===== config.mk =====
export PLATFORM = sky130hd
export DESIGN_NAME = stoch_neuron_fsm
export DESIGN_NICKNAME = d
export VERILOG_FILES = /design/src/rtl/stoch_neuron_fsm.sv
export SDC_FILE = /design/constraint.sdc
export NUM_CORES = 1
export LEC_CHECK = 0
export BUFFER_PORTS_ARGS = -buffer_cell sky130_fd_sc_hd__buf_4
export CAP_MARGIN = 0
export CORE_ASPECT_RATIO = 1.1
export CORE_MARGIN = 3
export CORE_UTILIZATION = 47
export CTS_CLUSTER_DIAMETER = 120
export CTS_CLUSTER_SIZE = 16
export DETAILED_ROUTE_END_ITERATION = 8
export GPL_TIMING_DRIVEN = 0
export PLACE_DENSITY = 0.73
export SYNTH_ARGS = -nofsm -noshare
export SYNTH_HDL_FRONTEND = slang
export SYNTH_SLANG_ARGS = --single-unit
export TNS_END_PERCENT = 50

===== constraint.sdc =====
create_clock -name CLK -period 6.3 [get_ports CLK]
set_clock_uncertainty 0.15 [all_clocks]
set_input_delay 1.26 -clock CLK [delete_from_list [all_inputs] [get_ports CLK]]
set_output_delay 1.26 -clock CLK [all_outputs]
set_load 0.02 [all_outputs]

===== src/rtl/stoch_neuron_fsm.sv =====
// Stochastic neuron: signed synaptic bitstream count feeding a saturating up/down
// activation counter. Optional refractory gating when STOCH_NEURON_REFRACT_EN is defined.
module stoch_neuron_fsm #(
  parameter int N       = 3,
  parameter int STATES  = 16,
  parameter int REFRACT = 2
) (
  input  logic                      CLK,
  input  logic                      INIT,
  input  logic                      EN,
  input  logic [N-1:0]              a,
  input  logic [N-1:0]              alpha,
  input  logic [N-1:0]              w_sign,
  input  logic                      beta,
  input  logic                      beta_sign,
  output logic                      z,
  output logic                      a_out,
  output logic [$clog2(STATES)-1:0] state
);

  localparam int SW   = $clog2(STATES);
  localparam int NW   = $clog2(N + 2) + 1;
  localparam int SUMW = SW + NW + 1;

  // Elaboration-time parameter sanity checks.
  if (N < 1) begin : g_chk_n
    $error("stoch_neuron_fsm: N must be >= 1");
  end
  if (STATES < 4 || (STATES & (STATES - 1)) != 0) begin : g_chk_states
    $error("stoch_neuron_fsm: STATES must be a power of 2, >= 4");
  end
  if (REFRACT < 1 || REFRACT > 255) begin : g_chk_refract
    $error("stoch_neuron_fsm: REFRACT must be in 1..255");
  end

  logic [N-1:0]           p_exc;
  logic [N-1:0]           p_inh;
  logic [NW-1:0]          pos_cnt;
  logic [NW-1:0]          neg_cnt;
  logic signed [NW-1:0]   net;
  logic signed [SUMW-1:0] sum;
  logic [SW-1:0]          state_reg;
  logic [SW-1:0]          state_next;
  logic                   a_out_reg;
  logic                   a_out_next;

  genvar gi;
  generate
    for (gi = 0; gi < N; gi++) begin : g_prod
      assign p_exc[gi] = a[gi] & alpha[gi] & ~w_sign[gi];
      assign p_inh[gi] = a[gi] & alpha[gi] &  w_sign[gi];
    end
  endgenerate

  // Counts never exceed N+1, so the unsigned NW-bit accumulators cannot wrap.
  always_comb begin
    pos_cnt = NW'(beta & ~beta_sign);
    neg_cnt = NW'(beta &  beta_sign);
    for (int i = 0; i < N; i++) begin
      pos_cnt = pos_cnt + NW'(p_exc[i]);
      neg_cnt = neg_cnt + NW'(p_inh[i]);
    end
  end

  assign net = $signed(pos_cnt - neg_cnt);
  assign z   = ~net[NW-1] && (net != '0);

  assign sum = $signed({{(NW + 1){1'b0}}, state_reg}) + $signed({{(SW + 1){net[NW-1]}}, net});

  always_comb begin
    state_next = sum[SW-1:0];
    if (sum[SUMW-1]) begin
      state_next = '0;
    end else if (sum > $signed(SUMW'(STATES - 1))) begin
      state_next = SW'(STATES - 1);
    end
  end

`ifdef STOCH_NEURON_REFRACT_EN
  logic [7:0] rc_reg;
  logic [7:0] rc_next;

  // An emitted 1 arms the counter; while armed the output is forced low.
  always_comb begin
    a_out_next = state_next[SW-1];
    rc_next    = rc_reg;
    if (rc_reg != 8'd0) begin
      a_out_next = 1'b0;
      rc_next    = rc_reg - 8'd1;
    end else if (state_next[SW-1]) begin
      rc_next = 8'(REFRACT);
    end
  end

  always_ff @(posedge CLK or negedge INIT) begin
    if (!INIT) begin
      rc_reg <= 8'd0;
    end else if (EN) begin
      rc_reg <= rc_next;
    end
  end
`else
  assign a_out_next = state_next[SW-1];
`endif

  always_ff @(posedge CLK or negedge INIT) begin
    if (!INIT) begin
      state_reg <= SW'(STATES / 2);
      a_out_reg <= 1'b0;
    end else if (EN) begin
      state_reg <= state_next;
      a_out_reg <= a_out_next;
    end
  end

  assign state = state_reg;
  assign a_out = a_out_reg;

endmodule

After elaboration in Yosys (flattened, before gate mapping)

Cells that the tools add are included.

Register bits: 5
Input bits: 14
Output and inout bits: 6
Word-level logic and storage cells: 31

Add/sub/neg operators: 8
$lt $le $gt $ge: 1
Multiplexer cells: 2
Bitwise logic cells: 16
Reduce and logical (&&, ||, !) cells: 2

Operators with widths:

| kind                                                                 | number |
|---|---|
| 4-bit by 1-bit adder with 4-bit output                               | 3 |
| 1-bit AND                                                            | 10 |
| 4-bit 2-to-1 mux                                                     | 2 |
| 5-bit by 4-bit adder with 6-bit output                               | 1 |
| 6-bit by 5-bit > comparator with 1-bit output, second input constant | 1 |
| 3-bit by 1-bit adder with 4-bit output                               | 1 |
| 1-bit by 4-bit AND with 4-bit output                                 | 1 |
| 1-bit NOT                                                            | 4 |
| 1-bit NOT with 4-bit output                                          | 1 |
| 4-bit nonzero test                                                   | 1 |
| 4-bit subtractor                                                     | 1 |
| 2-bit by 1-bit adder with 3-bit output                               | 1 |
| 1-bit by 1-bit adder with 2-bit output                               | 1 |
| 1-bit logical AND                                                    | 1 |

Longest topological paths before layout

Gate-level depths: netlist of the first run.

Word-level depth: 10
Depth in mapped cells: 16

Least setup slack after synthesis of the first run

No wires, ideal clock.

Path kind: input -> output
From: input port w_sign[0]
To: output port z
Arrival: 4.229 ns
Required time: 4.890 ns
Slack: 0.661 ns
Cell stages on the path: 10
Buffers on the path: 0
Cell sequence: and3_1 fa_1 fa_1 inv_1 fa_1 ha_1 inv_1 fa_1 inv_1 o31a_1

Cells in the longest elaborated chain, start to end: 8

RTL lines:

| what                                                 | RTL line | source |
|---|---|---|
| start: declaration                                   | 13       | `input logic [N-1:0] w_sign,` |
| 1-bit NOT                                            | 50       | `assign p_exc[gi] = a[gi] & alpha[gi] & ~w_sign[gi];` |
| 1-bit AND                                            | 50       |  |
| 4-bit by 1-bit adder with 4-bit output (3 in series) | 60       | `pos_cnt = pos_cnt + NW'(p_exc[i]);` |
| 4-bit subtractor (*)                                 | 65       | `assign net = $signed(pos_cnt - neg_cnt);` |
| 4-bit nonzero test or 1-bit NOT (tied branches)      | 66       | `assign z = ~net[NW-1] && (net != '0);` |
| 1-bit logical AND (*)                                | 66       |  |
| end: declaration                                     | 16       | `output logic z,` |

Every way passes the cells marked *; elsewhere a longest branch is shown, timed or not.

Worst setup path after layout of the first run

Same ends and word-level chain as after synthesis.

==> results.cfg, run 1 <==
[synth]
yosys_warnings = 0
syn_avg_cell_area_um2 = 9.00
synthTopCellsByCount = inv_1 (14), ha_1 (7), fa_1 (6)
netlist.area_leader.share = 0.169
synth_edf_count = 0
synthCells = 79
yosysTopAreaCell = fa_1
synth_seq_area_share = 0.178
synth-async-reset-ratio = 1.00
synth_cell_type_count = 32
ys_ff_latch = 5
post-synth-top-count-cell = inv_1
synth_flop_cell = dfrtp_1
ys_top_cells_by_area = fa_1 (17%), dfrtp_1 (14%), ha_1 (12%)
synth_area_um2 = 711
syn-num-nets = 106

[worst_setup_path]
arrival_ns = 4.54
r2r_cells = 6
max_stage_delay_ns = 0.55
required_ns = 4.89
worstPathMaxFanout = 3
cp-start-kind = primary input
rrSetupSlack_ns = 4.13
critPathCaptureType = output pin
cp_slowest_cell = fa_1
crit_chain = buf_4 -> and3_1 -> fa_1 -> fa_1 -> inv_1 -> fa_1 -> ha_1 -> inv_1 -> fa_1 -> inv_1 -> o31a_1 -> buf_4
worstSetupPathType = in -> out
crit_family = adder cells
reg2reg_from = state[3]$_DFFE_PN1P_
crit_buf_inv = 5
worstReg2RegEnd = a_out$_DFFE_PN0P_
cpMostUsedCell = fa_1

[run]
maxCapViolations = 0

[timing]
drv_slew = 0
whs_ns = 0.326
rsz0062_at_grt = false
slew_headroom = 0.716
worst_pin_slew_ns = 0.421
tns_ns = 0
layout_min_cycle_time_ns = 5.95
fin_crit_sh = 0.944
finalSetupViolations = 0
clock.fmax_mhz = 168
worst_slack_ns = 0.352
finalHoldViolCount = 0

[layout]
area_delta_synth_final_pct = 26.6
final_cells = 118
post-route-util = 0.642
nets = 130
antennaDiodeCount = 0
design_area_um2 = 900
drive_gt1_frac = 0.245
largest_register_ff_count = 4
fillCellCount = 146

[global_route]
grt_util_all_layers = 0.168
antenna_found_initial = 0
grt_pass1_vias = 587
grt_overflow_total = 0
grt_max_degree = 8
grt_pass1_wl_mm = 2.50

[cts]
clkSinkCount = 5
root_buffer = clkbuf_4
cts.repair.resized = 0
holdBufCountCts = 0
clockBufferDepth = 2
cts_setup_buffers = 0
cts_htree_levels = 1
clk_pin_slew_ns = 0.04
cts_tree = done
numCtsBuffers = 3
clock_latency_ns = 0.25

[die]
core-area_mm2 = 0.00140
io_pins = 20
start_util = 0.507
dieArea_mm2 = 0.00202
die_w_um = 43.1
rows = 14
fp.dieH_um = 46.8

[detailed_routing]
drt-total-wl_mm = 1.48
vias = 635
drt_iter0_markers = 8
drc = 0
viasPerCell = 5.38
avgRoutedWirePerCell_um = 12.5
drt-pass1-iter-count = 4
antenna_left = 0

[power_and_ir_drop]
ir_worst_vdd_uv = 288
power_mw = 0.359
leakagePower_nw = 0.459
p_per_area_mw_per_mm2 = 399

[worst_hold_path]
whs_endpoint = a_out$_DFFE_PN0P_
hold_path_depth = 1
worst_hold_path_type = reg -> reg
hold_path.startpoint = a_out$_DFFE_PN0P_

[placed_design]
place_inst = 114
portBuffers = 19
dpl.hpwl_mm = 1.30
pre_cts_ws_ns = 0.342
place_area_um2 = 873
routabilityCongestion = 0.735

[outcome]
outcome = complete, no violations
==> report_power, final <==
| group | switching, mW | total (mW) | internal, mW |
|---|---|---|---|
| Combinational | 0.143 | 0.264 | 0.121 |
| Clock | 0.0149 | 0.0389 | 0.0241 |
| Sequential | 0.00979 | 0.0568 | 0.0470 |
| Total | 0.167 | 0.359 | 0.192 |
==> worst register-to-register path: cells and delay by family (launching register included) <==
family | cells | cell delay [ns]
adders and majority gates | 1 | 0.33
DFF | 1 | 0.55
AOI/OAI and AO/OA | 3 | 0.61
and+or+nand+nor | 1 | 0.37
buffers and inverters | 1 | 0.05
==> cell usage in the layout (no fill, tap or decap), drive strengths merged, types with 2 or more instances in the layout <==
cell type and count:
a211oi 2, a21o 3, a21oi 3, and3 2
buf 19, clkbuf 4, dfrtp 4, fa 6
ha 7, inv 14, nand2 4, nand3 2
nand3b 3, nor2 5, nor2b 2, o21ai 3
o2bb2ai 2, xnor2 3
==> logic make-up (layout without fill, tap and decap cells) <==
group / count (synthesis) / in the layout / synth area share
AOI/OAI and AO/OA: 21 / 21 / 0.238
xor gates and xnor gates: 4 / 4 / 0.0493
adders and majority gates: 13 / 13 / 0.292
buffers and inverters: 14 / 37 / 0.0739
DFF: 5 / 5 / 0.178
and+or+nand+nor: 22 / 22 / 0.169
==> per-layer routing <==
metal	routed length, µm	share of wire	track usage	vias to the layer above
met5	0	0	0	-
met1	673	0.46	0.223	300
li1	-	-	-	320
met2	718	0.49	0.269	13
met4	8	0.0054	0.0542	0
met3	74	0.050	0.0460	2
==> worst max path at each step <==
stage / cells after the start / endpoint / startpoint
floorplan: 10 / z / w_sign[0]
global placement: 12 / z / w_sign[0]
detailed placement: 12 / z / w_sign[0]
CTS: 12 / z / w_sign[0]
global route: 12 / z / w_sign[0]
finish: 12 / z / w_sign[0]
==> cell type report <==
| class | instances | area, µm² | share of cell area |
|---|---|---|---|
| Tap cell | 16 | 20.0 | 0.0223 |
| Inverter | 14 | 52.6 | 0.0584 |
| Clock buffer | 4 | 26.3 | 0.0292 |
| Timing Repair Buffer | 19 | 143 | 0.159 |
| Multi-Input combinational cell | 60 | 532 | 0.591 |
| Sequential cell | 5 | 126 | 0.140 |
No activity file was read; power rests on OpenSTA's default activity.
==> run 2, diff against run 1 <==
PLACE_DENSITY = 0.82   (was 0.73)
==> run 2 against run 1 <==
Net effect: via count is 2.8% higher; critical path depth is the same; count of clock-buffer cells in the layout did not move; register-to-register slack improved by 0.02 ns; die area unchanged; cell count stayed put; power hardly changed; sequential power about the same.
==> results.cfg, run 2 (synthesis gave the netlist of run 1 again) <==
[outcome]
outcome = complete, no violations

[timing]
slew_headroom = 0.747
whs_ns = 0.325
tns_ns = 0
clock.fmax_mhz = 169
finalSetupViolations = 0
worst_pin_slew_ns = 0.374
fin_crit_sh = 0.939
drv_slew = 0
rsz0062_at_grt = false
finalHoldViolCount = 0
worst_slack_ns = 0.381
layout_min_cycle_time_ns = 5.92

[die]
fp.dieH_um = 46.8
rows = 14
io_pins = 20
core-area_mm2 = 0.00140
die_w_um = 43.1
start_util = 0.507
dieArea_mm2 = 0.00202

[layout]
final_common_cell = buf_4
post-route-util = 0.642
nets = 130
antennaDiodeCount = 0
area_delta_synth_final_pct = 26.6
design_area_um2 = 900
drive_gt1_frac = 0.245
mostFrequentLayoutCells = buf_4 (19), inv_1 (14), ha_1 (7), fa_1 (6), nor2_1 (5)
final_cells = 118
largest_register_ff_count = 4

[cts]
cts_setup_buffers = 0
clock_latency_ns = 0.25
cts_htree_levels = 1
cts_tree = done
clk_pin_slew_ns = 0.04
clkSinkCount = 5
holdBufCountCts = 0
root_buffer = clkbuf_4
clockBufferDepth = 2
numCtsBuffers = 3
cts.repair.resized = 0

[global_route]
grt_max_degree = 8
grt_pass1_vias = 642
grt_pass1_wl_mm = 2.46
antenna_found_initial = 0
grt_util_all_layers = 0.163
grt_overflow_total = 0

[worst_setup_path]
crit_buf_inv = 5
cpMostUsedCell = fa_1
max_stage_delay_ns = 0.55
crit_family = adder cells
cp_slowest_cell = fa_1
required_ns = 4.89
worstSetupPathType = in -> out
crit_chain = buf_4 -> and3_1 -> fa_1 -> fa_1 -> inv_1 -> fa_1 -> ha_1 -> inv_1 -> fa_1 -> inv_1 -> o31a_1 -> buf_4
critPathCaptureType = output pin
arrival_ns = 4.51
cp-start-kind = primary input
worstPathMaxFanout = 3

[run]
maxCapViolations = 0

[placed_design]
dpl.hpwl_mm = 1.27
pre_cts_ws_ns = 0.382
routabilityCongestion = 0.799
place_area_um2 = 873
portBuffers = 19
place_inst = 114

[detailed_routing]
drt_iter0_markers = 5
vias = 653
viasPerCell = 5.53
drt-pass1-iter-count = 4
drt-total-wl_mm = 1.42
avgRoutedWirePerCell_um = 12.0
drc = 0
antenna_left = 0

[power_and_ir_drop]
ir_worst_vdd_uv = 290
power_mw = 0.359
p_per_area_mw_per_mm2 = 400
leakagePower_nw = 0.459

[worst_hold_path]
worst_hold_path_type = reg -> reg
==> run 2: cell counts in the layout (fill, tap and decap cells not counted) <==
No cell type changed its count.
==> run 2: where the power goes <==
group	leakage [nW]	internal, mW	switching, mW	total, mW
sequential	0.0621	0.0470	0.0101	0.0571
combinational	0.382	0.121	0.143	0.264
clock	0.0150	0.0240	0.0144	0.0384
total	0.459	0.192	0.167	0.359
==> run 2: area by class of cell <==
cell class | count | area, µm²
Timing Repair Buffer | 19 | 143
Tap cell | 16 | 20.0
Inverter | 14 | 52.6
Fill cell | 119 | 502
Sequential cell | 5 | 126
Multi-Input combinational cell | 60 | 532
Clock buffer | 4 | 26.3
==> run 2: layer usage <==
layer	wire, µm	GRT usage
met5	0	0
met2	725	0.299
met1	594	0.185
met4	12	0.0361
met3	88	0.0575
==> run 2: path summary, 6_finish.rpt <==
| path | startpoint | end | slack (ns) | cells after the start |
|---|---|---|---|---|
| max in group asynchronous | INIT | state[3]$_DFFE_PN1P_ | 5.15 | 1 |
| worst min-delay path | a_out$_DFFE_PN0P_ | a_out$_DFFE_PN0P_ | 0.32 | 1 |
| min in group asynchronous | INIT | state[2]$_DFFE_PN0P_ | 0.65 | 1 |
| worst min register to register | a_out$_DFFE_PN0P_ | a_out$_DFFE_PN0P_ | 0.32 | 1 |
| worst max-delay path | w_sign[0] | z | 0.38 | 12 |
| worst max register to register | state[3]$_DFFE_PN1P_ | a_out$_DFFE_PN0P_ | 4.15 | 6 |
==> run 3, diff against run 2 <==
CELL_PAD_IN_SITES_DETAIL_PLACEMENT = 1   (was not set)
CELL_PAD_IN_SITES_GLOBAL_PLACEMENT = 1   (was not set)
CORE_ASPECT_RATIO = not set   (was 1.1)
CORE_UTILIZATION = 37   (was 47)
PLACE_DENSITY = 0.86   (was 0.82)
==> run 3 against run 2 <==
Net effect: power is 5.7% higher; highest routed layer unchanged; cell count is 7.6% higher; critical endpoint unchanged; core utilization is 13 points lower.
==> results.cfg, run 3 (synthesis gave the netlist of run 1 again) <==
[outcome]
outcome = complete, no violations

[run]
maxCapViolations = 0

[cts]
clkSinkCount = 5
clk_pin_slew_ns = 0.05
cts_tree = done
root_buffer = clkbuf_4
cts.repair.resized = 0
cts_htree_levels = 1
numCtsBuffers = 3
clockBufferDepth = 2
cts_setup_buffers = 0
clock_latency_ns = 0.25
holdBufCountCts = 0

[global_route]
antenna_found_initial = 0
grt_overflow_total = 0
grt_max_degree = 8
grt_util_all_layers = 0.194
grt_pass1_vias = 796
grt_pass1_wl_mm = 3.57

[detailed_routing]
viasPerCell = 5.31
drt-total-wl_mm = 2.08
vias = 674
avgRoutedWirePerCell_um = 16.4
drc = 0
drt-pass1-iter-count = 4
antenna_left = 0
drt_iter0_markers = 8

[worst_setup_path]
worstPathMaxFanout = 3
crit_chain = buf_4 -> and3_1 -> fa_1 -> fa_1 -> inv_1 -> fa_1 -> ha_1 -> inv_1 -> fa_1 -> inv_1 -> o31a_1 -> buf_4
worstReg2RegEnd = state[1]$_DFFE_PN0P_
crit_path_end = z
required_ns = 4.89
cp-start-kind = primary input
worstSetupPathType = in -> out
max_stage_delay_ns = 0.57
cpMostUsedCell = fa_1
r2r_cells = 8
reg2reg_from = state[0]$_DFFE_PN0P_
arrival_ns = 4.60
cp_slowest_cell = fa_1
critPathCaptureType = output pin
rrSetupSlack_ns = 3.99
crit_start = w_sign[0]

[timing]
tns_ns = 0
rsz0062_at_grt = false
layout_min_cycle_time_ns = 6.01
worst_pin_slew_ns = 0.394
finalSetupViolations = 0
clock.fmax_mhz = 167
finalHoldViolCount = 0
slew_headroom = 0.734
drv_slew = 0
whs_ns = 0.325
fin_crit_sh = 0.953

[layout]
drive_gt1_frac = 0.245
nets = 130
final_cells = 127
area_delta_synth_final_pct = 28.2
final_common_cell = buf_4
largest_register_ff_count = 4
mostFrequentLayoutCells = buf_4 (19), inv_1 (14), ha_1 (7), fa_1 (6), nor2_1 (5)
antennaDiodeCount = 0

[worst_hold_path]
worst_hold_path_type = reg -> reg

[power_and_ir_drop]
p_per_area_mw_per_mm2 = 417
ir_worst_vdd_uv = 253
leakagePower_nw = 0.459

[die]
rows = 15
io_pins = 20
start_util = 0.403
core-area_mm2 = 0.00176
fp.dieH_um = 49.8
die_w_um = 49.8
dieArea_mm2 = 0.00248

[placed_design]
place_inst = 123
dpl.hpwl_mm = 1.73
portBuffers = 19
routabilityCongestion = 0.788
## run 3: cell counts in the layout (fill, tap and decap cells not counted)
No cell type changed its count.
## run 3: worst min-delay path by stage
| stage | startpoint | to | slack [ns] | depth (start not counted) |
|---|---|---|---|---|
| floorplan | state[3]$_DFFE_PN1P_ | state[3]$_DFFE_PN1P_ | 0.41 | 1 |
| global placement | a_out$_DFFE_PN0P_ | a_out$_DFFE_PN0P_ | 0.31 | 1 |
| detailed placement | a_out$_DFFE_PN0P_ | a_out$_DFFE_PN0P_ | 0.32 | 1 |
| CTS | a_out$_DFFE_PN0P_ | a_out$_DFFE_PN0P_ | 0.33 | 1 |
| global route | a_out$_DFFE_PN0P_ | a_out$_DFFE_PN0P_ | 0.37 | 1 |
| finish | a_out$_DFFE_PN0P_ | a_out$_DFFE_PN0P_ | 0.33 | 1 |
## run 3: power breakdown
| part | switching [mW] | internal [mW] |
|---|---|---|
| Sequential | 0.0112 | 0.0470 |
| Clock | 0.0156 | 0.0241 |
| Combinational | 0.159 | 0.123 |
| Total | 0.186 | 0.194 |
## run 3: routing by layer
metal  wire (µm)  vias to the layer above  GRT usage
met4          51                        0     0.0553
met2        1140                       16      0.370
met1         835                      331      0.203
met3          56                        6     0.0544
met5           0                        -          0
li1            -                      321          -
## run 3: final cells by class
type | instances | area [µm²]
timing repair buffer | 19 | 143
multi-input combinational | 60 | 532
sequential | 5 | 126
fill | 237 | 853
inverter | 14 | 52.6
tap | 25 | 31.3
clock buffer | 4 | 26.3
## run 3: critical path, delay by kind of cell
family	cells	cell delay [ns]
buffers and inverters	5	0.47
adders and majority gates	5	2.37
AOI/OAI and AO/OA	1	0.30
and+or+nand+nor	1	0.19
## run 3: per-stage QoR
| stage | setup WS (ns) | instance area, µm² | utilization | total power [mW] |
|---|---|---|---|---|
| after detailed placement | 0.288 | 885 | 0.501 | 0.340 |
| after global routing | 0.155 | 911 | 0.516 | 0.419 |
| final | 0.294 | 911 | 0.516 | 0.380 |
| after CTS | 0.275 | 911 | 0.516 | 0.386 |
| after floorplan | 0.661 | 711 | - | 0.255 |
| after global placement | 0.371 | 885 | 0.501 | 0.316 |
